**config.mk**
```make
export PLATFORM = sky130hd
export DESIGN_NAME = uart_trx
export DESIGN_NICKNAME = d
export VERILOG_FILES = /design/src/rtl/uart_trx.sv
export SDC_FILE = /design/constraint.sdc
export NUM_CORES = 1
export LEC_CHECK = 0
export BUFFER_PORTS_ARGS = -buffer_cell sky130_fd_sc_hd__buf_2
export CAP_MARGIN = 40
export CORE_MARGIN = 2
export CORE_UTILIZATION = 45
export CTS_BUF_LIST = sky130_fd_sc_hd__clkbuf_2 sky130_fd_sc_hd__clkbuf_4 sky130_fd_sc_hd__clkbuf_8
export CTS_CLUSTER_SIZE = 20
export DETAILED_ROUTE_END_ITERATION = 10
export HOLD_SLACK_MARGIN = 0.08
export PLACE_DENSITY = 0.64
export SLEW_MARGIN = 10
export SYNTH_ARGS = -nofsm -noshare
export SYNTH_HDL_FRONTEND = slang
export SYNTH_SLANG_ARGS = --single-unit
```
**constraint.sdc**
```tcl
create_clock -name i_clock -period 2.1 [get_ports i_clock]
set_clock_uncertainty 0.15 [all_clocks]
set_input_delay 0.105 -clock i_clock [delete_from_list [all_inputs] [get_ports i_clock]]
set_output_delay 0.105 -clock i_clock [all_outputs]
set_load 0.05 [all_outputs]
```
**src/rtl/uart_trx.sv**
```systemverilog
// uart_trx: 8N1 UART transmitter and receiver; define UART_RX_FRAME_CHECK_EN to drop frames with a bad stop bit
module uart_trx #(
    parameter int CLKS_PER_BIT = 87
) (
    input  logic       i_clock,
    input  logic       i_rst_n,
    input  logic       i_tx_dv,
    input  logic [7:0] i_tx_byte,
    output logic       o_tx_active,
    output logic       o_tx_serial,
    output logic       o_tx_done,
    input  logic       i_rx_serial,
    output logic       o_rx_dv,
    output logic [7:0] o_rx_byte
);
    localparam int CW = CLKS_PER_BIT > 1 ? $clog2(CLKS_PER_BIT) : 1;
    localparam logic [CW-1:0] LAST = CW'(CLKS_PER_BIT - 1);
    localparam logic [CW-1:0] HALF = CW'((CLKS_PER_BIT - 1) / 2);

    typedef enum logic [2:0] {IDLE, START, DATA, STOP, CLEANUP} state_e;

    state_e          tx_state_q, tx_state_d;
    logic [CW-1:0]   tx_cnt_q, tx_cnt_d;
    logic [2:0]      tx_bit_q, tx_bit_d;
    logic [7:0]      tx_byte_q, tx_byte_d;
    logic            tx_serial_q, tx_serial_d;
    logic            tx_active_q, tx_active_d;
    logic            tx_done_q, tx_done_d;
    logic            tx_last;

    state_e          rx_state_q, rx_state_d;
    logic [1:0]      rx_sync_q;
    logic [CW-1:0]   rx_cnt_q, rx_cnt_d;
    logic [2:0]      rx_bit_q, rx_bit_d;
    logic [7:0]      rx_shift_q, rx_shift_d;
    logic [7:0]      rx_byte_q, rx_byte_d;
    logic            rx_dv_q, rx_dv_d;
    logic            rx_s, rx_last;

    assign o_tx_active = tx_active_q;
    assign o_tx_serial = tx_serial_q;
    assign o_tx_done   = tx_done_q;
    assign o_rx_dv     = rx_dv_q;
    assign o_rx_byte   = rx_byte_q;
    assign tx_last     = tx_cnt_q == LAST;
    assign rx_last     = rx_cnt_q == LAST;
    assign rx_s        = rx_sync_q[1];

    // TX state and registered line outputs
    always_ff @(posedge i_clock or negedge i_rst_n) begin
        if (!i_rst_n) begin
            tx_state_q  <= IDLE;
            tx_cnt_q    <= '0;
            tx_bit_q    <= '0;
            tx_byte_q   <= '0;
            tx_serial_q <= 1'b1;
            tx_active_q <= 1'b0;
            tx_done_q   <= 1'b0;
        end else begin
            tx_state_q  <= tx_state_d;
            tx_cnt_q    <= tx_cnt_d;
            tx_bit_q    <= tx_bit_d;
            tx_byte_q   <= tx_byte_d;
            tx_serial_q <= tx_serial_d;
            tx_active_q <= tx_active_d;
            tx_done_q   <= tx_done_d;
        end
    end

    // TX next state: next line level is computed so the bit appears right on its boundary edge
    always_comb begin
        tx_state_d  = tx_state_q;
        tx_cnt_d    = tx_last ? '0 : tx_cnt_q + CW'(1);
        tx_bit_d    = tx_bit_q;
        tx_byte_d   = tx_byte_q;
        tx_serial_d = tx_serial_q;
        tx_active_d = tx_active_q;
        tx_done_d   = 1'b0;
        case (tx_state_q)
            IDLE: begin
                tx_cnt_d    = '0;
                tx_bit_d    = '0;
                tx_serial_d = 1'b1;
                tx_active_d = 1'b0;
                if (i_tx_dv) begin
                    tx_byte_d   = i_tx_byte;
                    tx_serial_d = 1'b0;
                    tx_active_d = 1'b1;
                    tx_state_d  = START;
                end
            end
            START: if (tx_last) begin
                tx_serial_d = tx_byte_q[0];
                tx_state_d  = DATA;
            end
            DATA: if (tx_last) begin
                if (tx_bit_q == 3'd7) begin
                    tx_serial_d = 1'b1;
                    tx_state_d  = STOP;
                end else begin
                    tx_bit_d    = tx_bit_q + 3'd1;
                    tx_serial_d = tx_byte_q[tx_bit_d];
                end
            end
            STOP: if (tx_last) begin
                tx_done_d   = 1'b1;
                tx_active_d = 1'b0;
                tx_state_d  = CLEANUP;
            end
            default: begin
                tx_cnt_d   = '0;
                tx_state_d = IDLE;
            end
        endcase
    end

    // RX synchronizer, state and output registers
    always_ff @(posedge i_clock or negedge i_rst_n) begin
        if (!i_rst_n) begin
            rx_sync_q  <= 2'b11;
            rx_state_q <= IDLE;
            rx_cnt_q   <= '0;
            rx_bit_q   <= '0;
            rx_shift_q <= '0;
            rx_byte_q  <= '0;
            rx_dv_q    <= 1'b0;
        end else begin
            rx_sync_q  <= {rx_sync_q[0], i_rx_serial};
            rx_state_q <= rx_state_d;
            rx_cnt_q   <= rx_cnt_d;
            rx_bit_q   <= rx_bit_d;
            rx_shift_q <= rx_shift_d;
            rx_byte_q  <= rx_byte_d;
            rx_dv_q    <= rx_dv_d;
        end
    end

    // RX next state: re-check start at half bit, then sample once per bit period
    always_comb begin
        rx_state_d = rx_state_q;
        rx_cnt_d   = rx_last ? '0 : rx_cnt_q + CW'(1);
        rx_bit_d   = rx_bit_q;
        rx_shift_d = rx_shift_q;
        rx_byte_d  = rx_byte_q;
        rx_dv_d    = 1'b0;
        case (rx_state_q)
            IDLE: begin
                rx_cnt_d   = '0;
                rx_bit_d   = '0;
                rx_state_d = rx_s ? IDLE : START;
            end
            START: if (rx_cnt_q == HALF) begin
                rx_cnt_d   = '0;
                rx_state_d = rx_s ? IDLE : DATA;
            end
            DATA: if (rx_last) begin
                rx_shift_d[rx_bit_q] = rx_s;
                rx_bit_d   = rx_bit_q + 3'd1;
                rx_state_d = rx_bit_q == 3'd7 ? STOP : DATA;
            end
            STOP: if (rx_last) begin
                rx_state_d = CLEANUP;
`ifdef UART_RX_FRAME_CHECK_EN
                rx_dv_d    = rx_s;
                rx_byte_d  = rx_s ? rx_shift_q : rx_byte_q;
`else
                rx_dv_d    = 1'b1;
                rx_byte_d  = rx_shift_q;
`endif
            end
            default: begin
                rx_cnt_d   = '0;
                rx_state_d = IDLE;
            end
        endcase
    end
endmodule

```
==> implementation parameters <==
Parameter                              Value

Job
  Count of max-cap constraint violations ... 0

Power
  Switching part of the total ... 30.3%
  Reg power frac ... 54.3%
  Total internal power ... 0.00176 W
  Static leakage ... 1.46 nW
  Power density over the cells ... 826 nW/um^2
  Total power after layout ... 0.00252 W
  Switching power summed over all nets ... 0.000765 W
  Power share of the clock group ... 24.1%
  Worst ir drop on vdd ... 0.000445 V
  Power share of the combinational group ... 21.6%

Critical path
  Endpoint class of the critical path ... flip-flop
  Crit path to ... o_tx_serial
  Biggest fanout along the worst timing path ... 5
  Cell Chain, Critical Path ... ha_1 > mux4_2 > mux2_2 > o21bai_1 > a22oi_1
  Critical Path Max Stage Delay ... 0.51 ns
  R2R Path Start ... tx_bit_q[0]
  Slowest cell on crit path ... sky130_fd_sc_hd__mux4_2
  Worst reg2reg setup slack ... 0.07 ns
  Kind of critical path ... flip-flop to flip-flop
  Arrival @ worst endpoint ... 2.12 ns
  Worst reg2reg endpoint ... o_tx_serial
  Type of element launching the critical path ... flip-flop
  Length in cells of the worst reg-to-reg path ... 5
  Required time at the endpoint of the critical path ... 2.19 ns
  Critical Path Source ... tx_bit_q[0]

Outcome
  Run status ... finished, final reports clean

Logic synthesis
  Post-synth top area cell ... sky130_fd_sc_hd__dfrtp_1
  Part of the Yosys area used for sequential elements ... 53.7%
  Post-synthesis compound-gate area fraction ... 6.88%
  Commonest register cell after synthesis ... sky130_fd_sc_hd__dfrtp_1
  Leading post-synthesis cells by cell area ... sky130_fd_sc_hd__dfrtp_1, sky130_fd_sc_hd__mux2_2, sky130_fd_sc_hd__ha_1
  Post-synthesis register bit count ... 56
  Area share of xor/xnor cells in the synthesized design ... 4.02%
  Number of flops mapped to enable cells by yosys ... 0
  Synth Net Count ... 241
  Cell Area, Synth ... 2620 um^2
  Number of instances in the synthesized netlist ... 221
  Number of warnings printed during yosys synthesis ... 0
  Async set-or-reset flop fraction in the synthesized netlist ... 100%
  Mean post-synth cell area ... 11.8 um^2
  Largest family of logic cells by synthesized area ... simple AND/OR/NAND/NOR gates
  Leading cell types by count after synthesis ... sky130_fd_sc_hd__dfrtp_1, sky130_fd_sc_hd__mux2_2, sky130_fd_sc_hd__nor2_1, sky130_fd_sc_hd__nand3_1
  Synth top area share ... 50.7%
  Share of synthesized area spent on multiplexers ... 13.2%
  Arithmetic-cell share of the synthesized area counting full adders, half adders and majority gates ... 3.82%
  Library cell with the highest instance count after synthesis ... sky130_fd_sc_hd__dfrtp_1
  Simple-Gate Fraction of Synth Area ... 16.1%
  Post-synthesis cell type count ... 42

Layout
  Final layout net count ... 281
  Layout cell share with drive strength beyond 1 ... 29.4%
  Filler Cells Inserted ... 487
  Total inserted antenna cells ... 0
  Core utilization of the finished layout ... 54.8%
  Number of standard cells in the layout, taps in and fillers out ... 334
  Synthesis-to-layout area growth ... 16.8%

Clocking
  Buffer levels on the longest clock path ... 2
  Setup bufs post-CTS ... 0
  Clock-pin slew reported for the worst setup and hold paths after clock tree synthesis ... 0.10 ns
  Post_cts resized ... 0
  # hold bufs at CTS ... 11
  H-tree Lvls ... 2
  CTS tree ... done
  TritonCTS Buffers ... 5
  Source-to-sink clock delay at the later pin of the worst-skew pair ... 0.31 ns
  Buffer type at the clock tree root ... sky130_fd_sc_hd__clkbuf_8
  Sinks on the clock net ... 56

Global route
  Met3 track demand over resource in global routing ... 3.82%
  Overall global routing resource usage ... 15.7%
  Wire length of the first global-routing pass ... 7850 um
  Busiest layer in global routing ... met2
  Initial antenna violation count ... 0
  Met2 layer usage reported by global route ... 25.6%
  GR Layer Usage met1 ... 20.2%
  Number of global-route vias before repair ... 1,708
  Residual overflow from global routing ... 0
  Maximum number of pins on one net before global-route repair ... 33

Floorplanning
  Number of standard-cell rows in the floorplan ... 27
  Number of top-level pins ... 24
  Full die area ... 6440 um^2
  Die Height ... 80.3 um
  Overall die width ... 80.3 um
  Area of the core ... 5570 um^2
  Initial core utilization ... 47.0%

Timing
  Share of the clock period used by the worst path ... 96.7%
  Unrepaired setup endpoints after global routing ... false
  Worst Max-Slew Pin Slew ... 0.595 ns
  Post-layout min period ... 2.03 ns
  Fin. Hold Viols ... 0
  Setup slack after layout ... 0.0686 ns
  Setup total negative slack ... 0 ns
  Total of endpoints with negative setup slack in the final report ... 0
  Relative slew slack ... 60.3%
  Peak Freq ... 492 MHz
  Slew Limit Fails ... 0

Placement
  Port-buffer cells ... 23
  DP Cell Count ... 315
  Routability cong. ... 0.786
  Pre-CTS setup slack ... 0.0946 ns
  Estimated wirelength of the detail-placed design ... 3160 um

Route
  DRC ... 0
  Routed wire length per instance ... 13.9 um
  Number of antenna-violating nets in the routed design ... 0
  Wire length reported by the detailed router ... 4630 um
  Iter 0 DRT Violations ... 51
  Total iterations of the first detailed-routing run ... 4
  Vias ... 1,764
  Via-per-instance ratio ... 5.28

Hold path
  Tightest Hold Check Type ... primary input to asynchronous set/reset pin
[final cells by class]
cell class	count	area, um^2	area share (%)
tap	72	90.1	2.95
clock inverter	1	8.76	0.287
sequential	56	1410	46.0
timing repair buffer	40	283	9.25
multi-input combinational	149	1150	37.7
clock buffer	7	83.8	2.74
inverter	9	33.8	1.11
[routing by layer]
metal	up-vias	share of wire, %
met2	25	48
met1	867	48
met3	6	2.9
li1	866	-
met5	-	0
met4	0	1.3
[power by group through the flow]
| stage | clock network (W) | logic [W] | registers (W) |
|---|---|---|---|
| floorplan | 0 | 0.000352 | 0.00142 |
| global placement | 0 | 0.000520 | 0.00139 |
| detailed placement | 0 | 0.000533 | 0.00139 |
| CTS | 0.000635 | 0.000551 | 0.00137 |
| global route | 0.000684 | 0.000609 | 0.00140 |
| finish | 0.000607 | 0.000546 | 0.00137 |
[registers in the layout (all words and copies together) (netlist names), 2 cells and up]
signal / count
tx_bit_q: 3
tx_state_q: 3
rx_cnt_q: 7
o_rx_byte: 8
rx_bit_q: 3
rx_sync_q: 2
tx_byte_q: 8
rx_state_q: 3
tx_cnt_q: 7
rx_shift_q: 8
[through the flow]
step,cell area [um^2],hold slack [ns]
after floorplan,2620,-0.341
after global placement,2850,0.00104
after detailed placement,2850,0.00658
after CTS,3060,0.198
after global routing,3060,0.221
final,3060,0.175
[cell usage in the layout (no fill, tap or decap), types with 3 or more instances in the layout]
master / synthesis / layout
sky130_fd_sc_hd__a21oi_1: 4 / 4
sky130_fd_sc_hd__a22oi_1: 3 / 3
sky130_fd_sc_hd__buf_2: 0 / 23
sky130_fd_sc_hd__buf_4: 0 / 5
sky130_fd_sc_hd__clkbuf_8: 0 / 5
sky130_fd_sc_hd__dfrtp_1: 53 / 53
sky130_fd_sc_hd__dfstp_2: 3 / 3
sky130_fd_sc_hd__dlygate4sd3_1: 0 / 11
sky130_fd_sc_hd__ha_1: 8 / 8
sky130_fd_sc_hd__inv_1: 7 / 7
sky130_fd_sc_hd__mux2_2: 25 / 25
sky130_fd_sc_hd__nand2_1: 8 / 8
sky130_fd_sc_hd__nand3_1: 11 / 11
sky130_fd_sc_hd__nand4_1: 4 / 4
sky130_fd_sc_hd__nor2_1: 24 / 24
sky130_fd_sc_hd__nor2b_1: 4 / 4
sky130_fd_sc_hd__nor3_1: 7 / 7
sky130_fd_sc_hd__o211ai_1: 3 / 3
sky130_fd_sc_hd__o21ai_0: 4 / 4
sky130_fd_sc_hd__o2bb2ai_1: 3 / 3
sky130_fd_sc_hd__xnor2_1: 8 / 8
sky130_fd_sc_hd__xor2_1: 4 / 4
[worst max-delay path: cells and delay by family, from the launching register on]
family | cells | cell delay (ns)
fa+ha+maj | 1 | 0.38
compound gates | 2 | 0.22
flops | 1 | 0.44
mux | 2 | 0.78
[logic make-up after synthesis]
family	after synthesis
buffers and inverters	16
XOR/XNOR	12
AO/OA/AOI/OAI	25
multiplexers	29
flip-flops	56
adder cells (fa/ha/maj)	8
AND/OR/NAND/NOR	75
[worst min path at each step]
stage	from	endpoint	slack [ns]	cells past startpoint
CTS	i_rst_n	tx_cnt_q[4]	0.20	2
global route	rx_sync_q[0]	rx_sync_q[1]	0.22	0
floorplan	i_rst_n	o_rx_byte[0]	-0.34	0
detailed placement	i_rst_n	tx_cnt_q[2]	0.007	1
finish	i_rst_n	tx_cnt_q[6]	0.18	2
global placement	i_rst_n	tx_cnt_q[3]	0.001	1
No activity file was read; power rests on OpenSTA's default activity.
